===== src/rtl/cpc_bus_pkg.sv =====
// Shared constants and state encoding for the CPC bus cycle tracker.
package cpc_bus_pkg;

  localparam logic [2:0] CYC_IDLE  = 3'd0;
  localparam logic [2:0] CYC_FETCH = 3'd1;
  localparam logic [2:0] CYC_MRD   = 3'd2;
  localparam logic [2:0] CYC_MPEND = 3'd3;
  localparam logic [2:0] CYC_MWR   = 3'd4;
  localparam logic [2:0] CYC_RFSH  = 3'd5;
  localparam logic [2:0] CYC_IOR   = 3'd6;
  localparam logic [2:0] CYC_IOW   = 3'd7;

  localparam logic [1:0] BANK_CMD_MASK = 2'b11;
  localparam logic       PORT_7F       = 1'b1;
  localparam logic       PORT_7E       = 1'b0;

  typedef enum logic [3:0] {
    S_IDLE,
    S_FETCH,
    S_MRD,
    S_MPEND,
    S_MWR,
    S_RFSH,
    S_IO,
    S_IOW,
    S_INTACK
  } cyc_state_e;

  // Interrupt acknowledge is reported as an I/O read cycle.
  function automatic logic [2:0] cyc_code(input cyc_state_e s);
    case (s)
      S_FETCH:        return CYC_FETCH;
      S_MRD:          return CYC_MRD;
      S_MPEND:        return CYC_MPEND;
      S_MWR:          return CYC_MWR;
      S_RFSH:         return CYC_RFSH;
      S_IO, S_INTACK: return CYC_IOR;
      S_IOW:          return CYC_IOW;
      default:        return CYC_IDLE;
    endcase
  endfunction

endpackage


===== src/rtl/cpc_bus_cycle_tracker_if.sv =====
// Raw Z80/CPC bus signals as seen by the expansion CPLD.
interface cpc_bus_cycle_tracker_if;
  logic       mreq_b;
  logic       iorq_b;
  logic       rd_b;
  logic       wr_b;
  logic       m1_b;
  logic       rfsh_b;
  logic       adr15;
  logic       adr8;
  logic [7:0] data;

  modport master (
    output mreq_b, iorq_b, rd_b, wr_b, m1_b, rfsh_b, adr15, adr8, data
  );

  modport slave (
    input mreq_b, iorq_b, rd_b, wr_b, m1_b, rfsh_b, adr15, adr8, data
  );
endinterface


===== src/rtl/cpc_cyc_counter.sv =====
// Saturating machine-cycle length counter with load-to-one, clear and capture.
module cpc_cyc_counter #(
  parameter int LEN_W = 4
) (
  input  logic             clk,
  input  logic             reset,
  input  logic             load,
  input  logic             clear,
  input  logic             inc,
  input  logic             capture,
  output logic [LEN_W-1:0] len
);

  logic [LEN_W-1:0] cnt;

  // Capture sees the pre-update count, so a cycle ending and the next one
  // starting on the same clk report and restart correctly.
  always_ff @(posedge clk or posedge reset) begin
    if (reset) begin
      cnt <= '0;
      len <= '0;
    end else begin
      if (capture) len <= cnt;
      if (load)
        cnt <= LEN_W'(1);
      else if (clear)
        cnt <= '0;
      else if (inc && (cnt != '1))
        cnt <= cnt + LEN_W'(1);
    end
  end

endmodule


===== src/rtl/cpc_bus_cycle_tracker.sv =====
// Classifies Z80 machine cycles, emits registered phase strobes, decodes the
// bank-select port write and flags bus protocol violations.
module cpc_bus_cycle_tracker
  import cpc_bus_pkg::*;
#(
  parameter int   LEN_W    = 4,
  parameter logic SEL_ADR8 = PORT_7F
) (
  input  logic                   clk,
  input  logic                   reset,
  cpc_bus_cycle_tracker_if.slave bus,
  output logic [2:0]             cyc_type,
  output logic                   mwr_active,
  output logic                   mwr_first,
  output logic                   cyc_end,
  output logic [LEN_W-1:0]       cyc_len,
  output logic                   bank_wr,
  output logic [5:0]             bank_q,
  output logic                   bank_sel_q,
  output logic                   bus_err
);

  cyc_state_e state;
  cyc_state_e nxt;
  cyc_state_e idle_nxt;

  logic mreq_q;
  logic iorq_q;
  logic live;
  logic fall_m;
  logic fall_i;
  logic end_cyc;
  logic start_cyc;
  logic cmd_ok;
  logic bank_hit;
  logic bank_miss8;
  logic proto_err;

  // live blocks the first clk after reset so a request already low at
  // release is never mistaken for a fresh falling edge.
  assign fall_m = live && mreq_q && !bus.mreq_b;
  assign fall_i = live && iorq_q && !bus.iorq_b;

  assign cmd_ok = !bus.adr15 && (bus.data[7:6] == BANK_CMD_MASK);

  assign proto_err = (!bus.mreq_b && !bus.iorq_b) ||
                     (!bus.rd_b && !bus.wr_b) ||
                     (!bus.wr_b && ((state == S_FETCH) || (state == S_RFSH)));

  always_comb begin
    idle_nxt = S_IDLE;
    if (fall_m) begin
      if (!bus.rfsh_b)
        idle_nxt = S_RFSH;
      else if (!bus.m1_b)
        idle_nxt = S_FETCH;
      else if (!bus.rd_b)
        idle_nxt = S_MRD;
      else
        idle_nxt = S_MPEND;
    end else if (fall_i) begin
      idle_nxt = bus.m1_b ? S_IO : S_INTACK;
    end
  end

  always_comb begin
    nxt        = state;
    end_cyc    = 1'b0;
    bank_hit   = 1'b0;
    bank_miss8 = 1'b0;
    case (state)
      S_IDLE: nxt = idle_nxt;
      S_FETCH, S_MRD, S_MWR, S_RFSH: begin
        if (bus.mreq_b) begin
          end_cyc = 1'b1;
          nxt     = idle_nxt;
        end
      end
      S_MPEND: begin
        if (bus.mreq_b) begin
          end_cyc = 1'b1;
          nxt     = idle_nxt;
        end else if (!bus.wr_b) begin
          nxt = S_MWR;
        end else if (!bus.rd_b) begin
          nxt = S_MRD;
        end
      end
      S_IO: begin
        if (bus.iorq_b) begin
          end_cyc = 1'b1;
          nxt     = idle_nxt;
        end else if (!bus.wr_b) begin
          nxt        = S_IOW;
          bank_hit   = cmd_ok && (bus.adr8 == SEL_ADR8);
          bank_miss8 = cmd_ok && (bus.adr8 != SEL_ADR8);
        end
      end
      S_IOW, S_INTACK: begin
        if (bus.iorq_b) begin
          end_cyc = 1'b1;
          nxt     = idle_nxt;
        end
      end
      default: nxt = S_IDLE;
    endcase
  end

  assign start_cyc = (nxt != S_IDLE) && ((state == S_IDLE) || end_cyc);

  always_ff @(posedge clk or posedge reset) begin
    if (reset)
      state <= S_IDLE;
    else
      state <= nxt;
  end

  always_ff @(posedge clk or posedge reset) begin
    if (reset) begin
      mreq_q     <= 1'b1;
      iorq_q     <= 1'b1;
      live       <= 1'b0;
      cyc_type   <= CYC_IDLE;
      mwr_active <= 1'b0;
      mwr_first  <= 1'b0;
      cyc_end    <= 1'b0;
      bank_wr    <= 1'b0;
      bank_q     <= '0;
      bank_sel_q <= 1'b0;
      bus_err    <= 1'b0;
    end else begin
      mreq_q     <= bus.mreq_b;
      iorq_q     <= bus.iorq_b;
      live       <= 1'b1;
      cyc_type   <= cyc_code(nxt);
      mwr_active <= (nxt == S_MWR);
      mwr_first  <= (nxt == S_MWR) && (state != S_MWR);
      cyc_end    <= end_cyc;
      bank_wr    <= bank_hit;
      if (bank_hit) begin
        bank_q     <= bus.data[5:0];
        bank_sel_q <= 1'b1;
      end else if (bank_miss8) begin
        bank_sel_q <= 1'b0;
      end
      if (proto_err) bus_err <= 1'b1;
    end
  end

  cpc_cyc_counter #(
    .LEN_W (LEN_W)
  ) u_len (
    .clk     (clk),
    .reset   (reset),
    .load    (start_cyc),
    .clear   (end_cyc && (nxt == S_IDLE)),
    .inc     (state != S_IDLE),
    .capture (end_cyc),
    .len     (cyc_len)
  );

endmodule


===== src/flat_wrapper.sv =====
// flat-port wrapper written by rule: the top's interface ports become plain ports
module cpc_bus_cycle_tracker_flat import cpc_bus_pkg::*;
#(
  parameter int   LEN_W    = 4,
  parameter logic SEL_ADR8 = PORT_7F
)
  (clk, reset, cyc_type, mwr_active, mwr_first, cyc_end, cyc_len, bank_wr, bank_q, bank_sel_q, bus_err, bus_mreq_b, bus_iorq_b, bus_rd_b, bus_wr_b, bus_m1_b, bus_rfsh_b, bus_adr15, bus_adr8, bus_data);
  cpc_bus_cycle_tracker_if bus_i ();
  input  logic clk;
  input  logic reset;
  output logic [2:0] cyc_type;
  output logic mwr_active;
  output logic mwr_first;
  output logic cyc_end;
  output logic [LEN_W-1:0] cyc_len;
  output logic bank_wr;
  output logic [5:0] bank_q;
  output logic bank_sel_q;
  output logic bus_err;
  input wire logic [$bits(bus_i.mreq_b)-1:0] bus_mreq_b;
  input wire logic [$bits(bus_i.iorq_b)-1:0] bus_iorq_b;
  input wire logic [$bits(bus_i.rd_b)-1:0] bus_rd_b;
  input wire logic [$bits(bus_i.wr_b)-1:0] bus_wr_b;
  input wire logic [$bits(bus_i.m1_b)-1:0] bus_m1_b;
  input wire logic [$bits(bus_i.rfsh_b)-1:0] bus_rfsh_b;
  input wire logic [$bits(bus_i.adr15)-1:0] bus_adr15;
  input wire logic [$bits(bus_i.adr8)-1:0] bus_adr8;
  input wire logic [$bits(bus_i.data)-1:0] bus_data;
  assign bus_i.mreq_b = bus_mreq_b;
  assign bus_i.iorq_b = bus_iorq_b;
  assign bus_i.rd_b = bus_rd_b;
  assign bus_i.wr_b = bus_wr_b;
  assign bus_i.m1_b = bus_m1_b;
  assign bus_i.rfsh_b = bus_rfsh_b;
  assign bus_i.adr15 = bus_adr15;
  assign bus_i.adr8 = bus_adr8;
  assign bus_i.data = bus_data;
  cpc_bus_cycle_tracker #(.LEN_W(LEN_W), .SEL_ADR8(SEL_ADR8)) u_core (.clk(clk), .reset(reset), .bus(bus_i), .cyc_type(cyc_type), .mwr_active(mwr_active), .mwr_first(mwr_first), .cyc_end(cyc_end), .cyc_len(cyc_len), .bank_wr(bank_wr), .bank_q(bank_q), .bank_sel_q(bank_sel_q), .bus_err(bus_err));
endmodule

===== config.mk =====
export PLATFORM = sky130hd
export DESIGN_NAME = cpc_bus_cycle_tracker_flat
export DESIGN_NICKNAME = d
export VERILOG_FILES = /design/src/rtl/cpc_bus_pkg.sv /design/src/rtl/cpc_bus_cycle_tracker_if.sv /design/src/rtl/cpc_cyc_counter.sv /design/src/rtl/cpc_bus_cycle_tracker.sv /design/src/flat_wrapper.sv
export SDC_FILE = /design/constraint.sdc
export NUM_CORES = 1
export LEC_CHECK = 0
export BUFFER_PORTS_ARGS = -buffer_cell sky130_fd_sc_hd__buf_2
export CAP_MARGIN = 20
export CORE_ASPECT_RATIO = 1.1
export CORE_MARGIN = 2
export CORE_UTILIZATION = 47
export DETAILED_ROUTE_END_ITERATION = 10
export GPL_ROUTABILITY_DRIVEN = 0
export HOLD_SLACK_MARGIN = 0.08
export PLACE_DENSITY = 0.81
export SYNTH_ARGS = -nofsm -noshare
export SYNTH_HDL_FRONTEND = slang
export SYNTH_SLANG_ARGS = --single-unit

===== constraint.sdc =====
create_clock -name clk -period 1.8 [get_ports clk]
set_input_delay 0.45 -clock clk [delete_from_list [all_inputs] [get_ports clk]]
set_output_delay 0.45 -clock clk [all_outputs]
set_load 0.01 [all_outputs]

==> qor.txt <==
status: finished, violations left
failing checks: negative setup slack
die area: 3640 um2
CP Capture Type: register
syn nets: 168
CTS tree: yes
Hold Path Class: in2async
DIE WIDTH: 57.7 um
endpoints failing setup: 2
Synth area leader: dfrtp_1
Clock Pin Slew Worst Setup and Hold Paths: 0.11 ns
PD cells: 1460 nW/um2
initial antenna violation count: 0
Final min period: 1.83 ns
Syn Area/Cell: 10.0 um2
leakage: 1.08 nW
maximum root-to-sink buffer count: 2
Post-Synth Adder-Cell Area: 0.839%
top_reg_cell synth: dfrtp_1
RSZ-0062 raised after global routing: yes
grt total ovfl: 0
final hold vios: 0
skew final: 0.0104 ns
mux contribution to synthesized area: 4.70%
Max VDD drop: 1.26 mV
Syn Std Cell Area: 1490 um2
# diodes: 0
CTS buffer count: 5
core area: 3050 um2
setup ws final: -0.0250 ns
R2R Setup Slk: -0.03 ns
Initial Util: 48.9%
Synth Area in Compound Gates: 14.7%
sequential share of the synthesized area: 50.5%
critical path data required time: 2.08 ns
Area growth, synth to finish: 42.3%
Vias: 1379
Cell Count, Final, Fillers Out: 250
final-report max-slew violation count: 0
Post-synth EDFFs: 0
Inst Count DP: 236
buffers added on ports: 36
Synth Area in XOR/XNOR: 1.17%
Synth Register Bits: 30
GRT Util Overall: 21.2%
worst setup path class: reg2reg
Final nets: 234
largest net degree at the start of global routing: 31
Post-Synth Simple-Gate Area: 24.2%
detailed placement HPWL: 2430 um
Crit path arrival time: 2.10 ns
1st-iter DRT viols: 66
Fin Setup TNS: -0.0496 ns
synth unique cells: 49
drt pass-1 iters: 4
clk_lat worst skew: 0.35 ns
crit-path max FO: 7
area share of the largest cell type after synthesis: 47.0%
share of post-route cells with drive strength above 1: 48.1%
I/O pin count: 37
largest family of logic cells by synthesized area: simple AND/OR/NAND/NOR gates
# clock sinks: 30
Root Driver: clkbuf_4
Total Routed Length: 3820 um
synthesized instance count: 149
vias in the first global route: 1372
DR WL/cell: 15.3 um
maxcap violations: 0
first-pass GRT wire length: 5950 um
DR DRC count: 0
CTS H-tree depth: 2
via density per instance: 5.52
synth top area cells: dfrtp_1 47%, nand2_1 6.5%, dfstp_2 3.5%, mux2_1 3.0%, nor2_1 2.0%
DRT antenna net count: 0
Design Power: 3.10 mW
std cell rows: 21
Synth async-reset ratio: 100%
crit start category: register
Ys Warns: 0
Die Y: 63.1 um
max frequency: 548 MHz
Final Cycle Share: 101%
synthesized netlist by cell type, types with 3 or more instances:
master / number
dfrtp_1: 28
nand2_1: 26
nor2_1: 8
buf_2: 5
inv_1: 5
a21oi_1: 4
mux2_1: 4
nand2b_1: 4
nor2b_1: 4
o21a_1: 4
a31oi_1: 3
nand3_1: 3
nor4_1: 3
o21ai_1: 3
critical path, stage by stage (launching register included):
cell	delay (ns)
dfrtp_2	0.49
buf_4	0.17
or4_4	0.52
nand2_2	0.12
nor2_1	0.07
xor2_1	0.16
nand2b_1	0.09
a211oi_2	0.14
registers in the layout, summed over array words and instances, names as in the netlist, 3 cells and up:
name / flops
u_core.state: 4
u_core.bank_q: 6
u_core.cyc_type: 3
u_core.u_len.cnt: 4
u_core.u_len.len: 4
worst paths after layout:
| check | startpoint | to | cells past startpoint |
|---|---|---|---|
| worst min-delay path | reset | u_core.u_len.cnt[3] | 3 |
| worst min register to register | u_core.bank_q[2] | u_core.bank_q[2] | 2 |
| worst max register to register | u_core.state[1] | u_core.u_len.cnt[3] | 7 |
| min in group clk | bus_data[5] | u_core.bank_q[5] | 3 |
| worst max-delay path | u_core.state[1] | u_core.u_len.cnt[3] | 7 |
| max in group asynchronous | reset | u_core.mreq_q | 3 |
what timing repair did:
| action | CTS | global route |
|---|---|---|
| gates resized for setup | 8 | 15 |
| endpoints found under the setup margin | 9 | 16 |
| pin swaps | 3 | 13 |
| setup buffers | 2 | 4 |
| hold buffers | 0 | 0 |
kinds of logic after synthesis:
| logic type | count (synthesis) |
|---|---|
| AND/OR/NAND/NOR | 66 |
| AO/OA/AOI/OAI | 30 |
| flip-flops | 30 |
| buffers and inverters | 13 |
| multiplexers | 6 |
| XOR/XNOR | 2 |
| adder cells (fa/ha/maj) | 1 |
| other | 1 |
final cells by class:
type | instances | area (um2)
timing repair buffer | 66 | 409
sequential | 30 | 758
clock inverter | 2 | 60.1
inverter | 6 | 22.5
clock buffer | 6 | 51.3
tap | 34 | 42.5
fill | 212 | 926
multi-input combinational | 106 | 778
routing by layer:
layer | share of wire, % | track usage [%]
met5 | 0 | 0
met4 | 1.7 | 9.88
met3 | 6.2 | 6.57
met2 | 51 | 34.7
met1 | 42 | 25.0
report_power, final:
group          leakage (nW)  total [mW]  switching [mW]  internal [mW]
Clock                0.0585       0.726           0.256          0.470
Combinational         0.639        1.39           0.705          0.682
Sequential            0.378       0.983           0.144          0.840
layout by cell type (no fill, tap or decap), drive strengths merged, types with 2 or more instances in the layout:
cell type / instances
a211oi: 2
a21oi: 4
a221o: 2
a31oi: 3
buf: 66
bufinv: 2
clkbuf: 6
dfrtp: 28
dfstp: 2
inv: 6
mux2: 5
nand2: 26
nand2b: 4
nand3: 3
nor2: 8
nor2b: 5
nor3: 4
nor4: 4
o2111ai: 2
o21a: 4
o21ai: 6
or2: 3
or3: 2
or4: 2
xor2: 2
per-stage QoR:
step                utilization (%)  hold WS, ns  area, um2  setup slack, ns
global route                   69.6        0.205       2120           -0.132
floorplan                         -        0.454       1500           0.0132
CTS                            66.3        0.159       2020          -0.0208
detailed placement             61.2        0.452       1870           -0.122
finish                         69.6        0.149       2120          -0.0250
global placement               61.2        0.443       1870           -0.104
(Power assumes the default switching activity.)
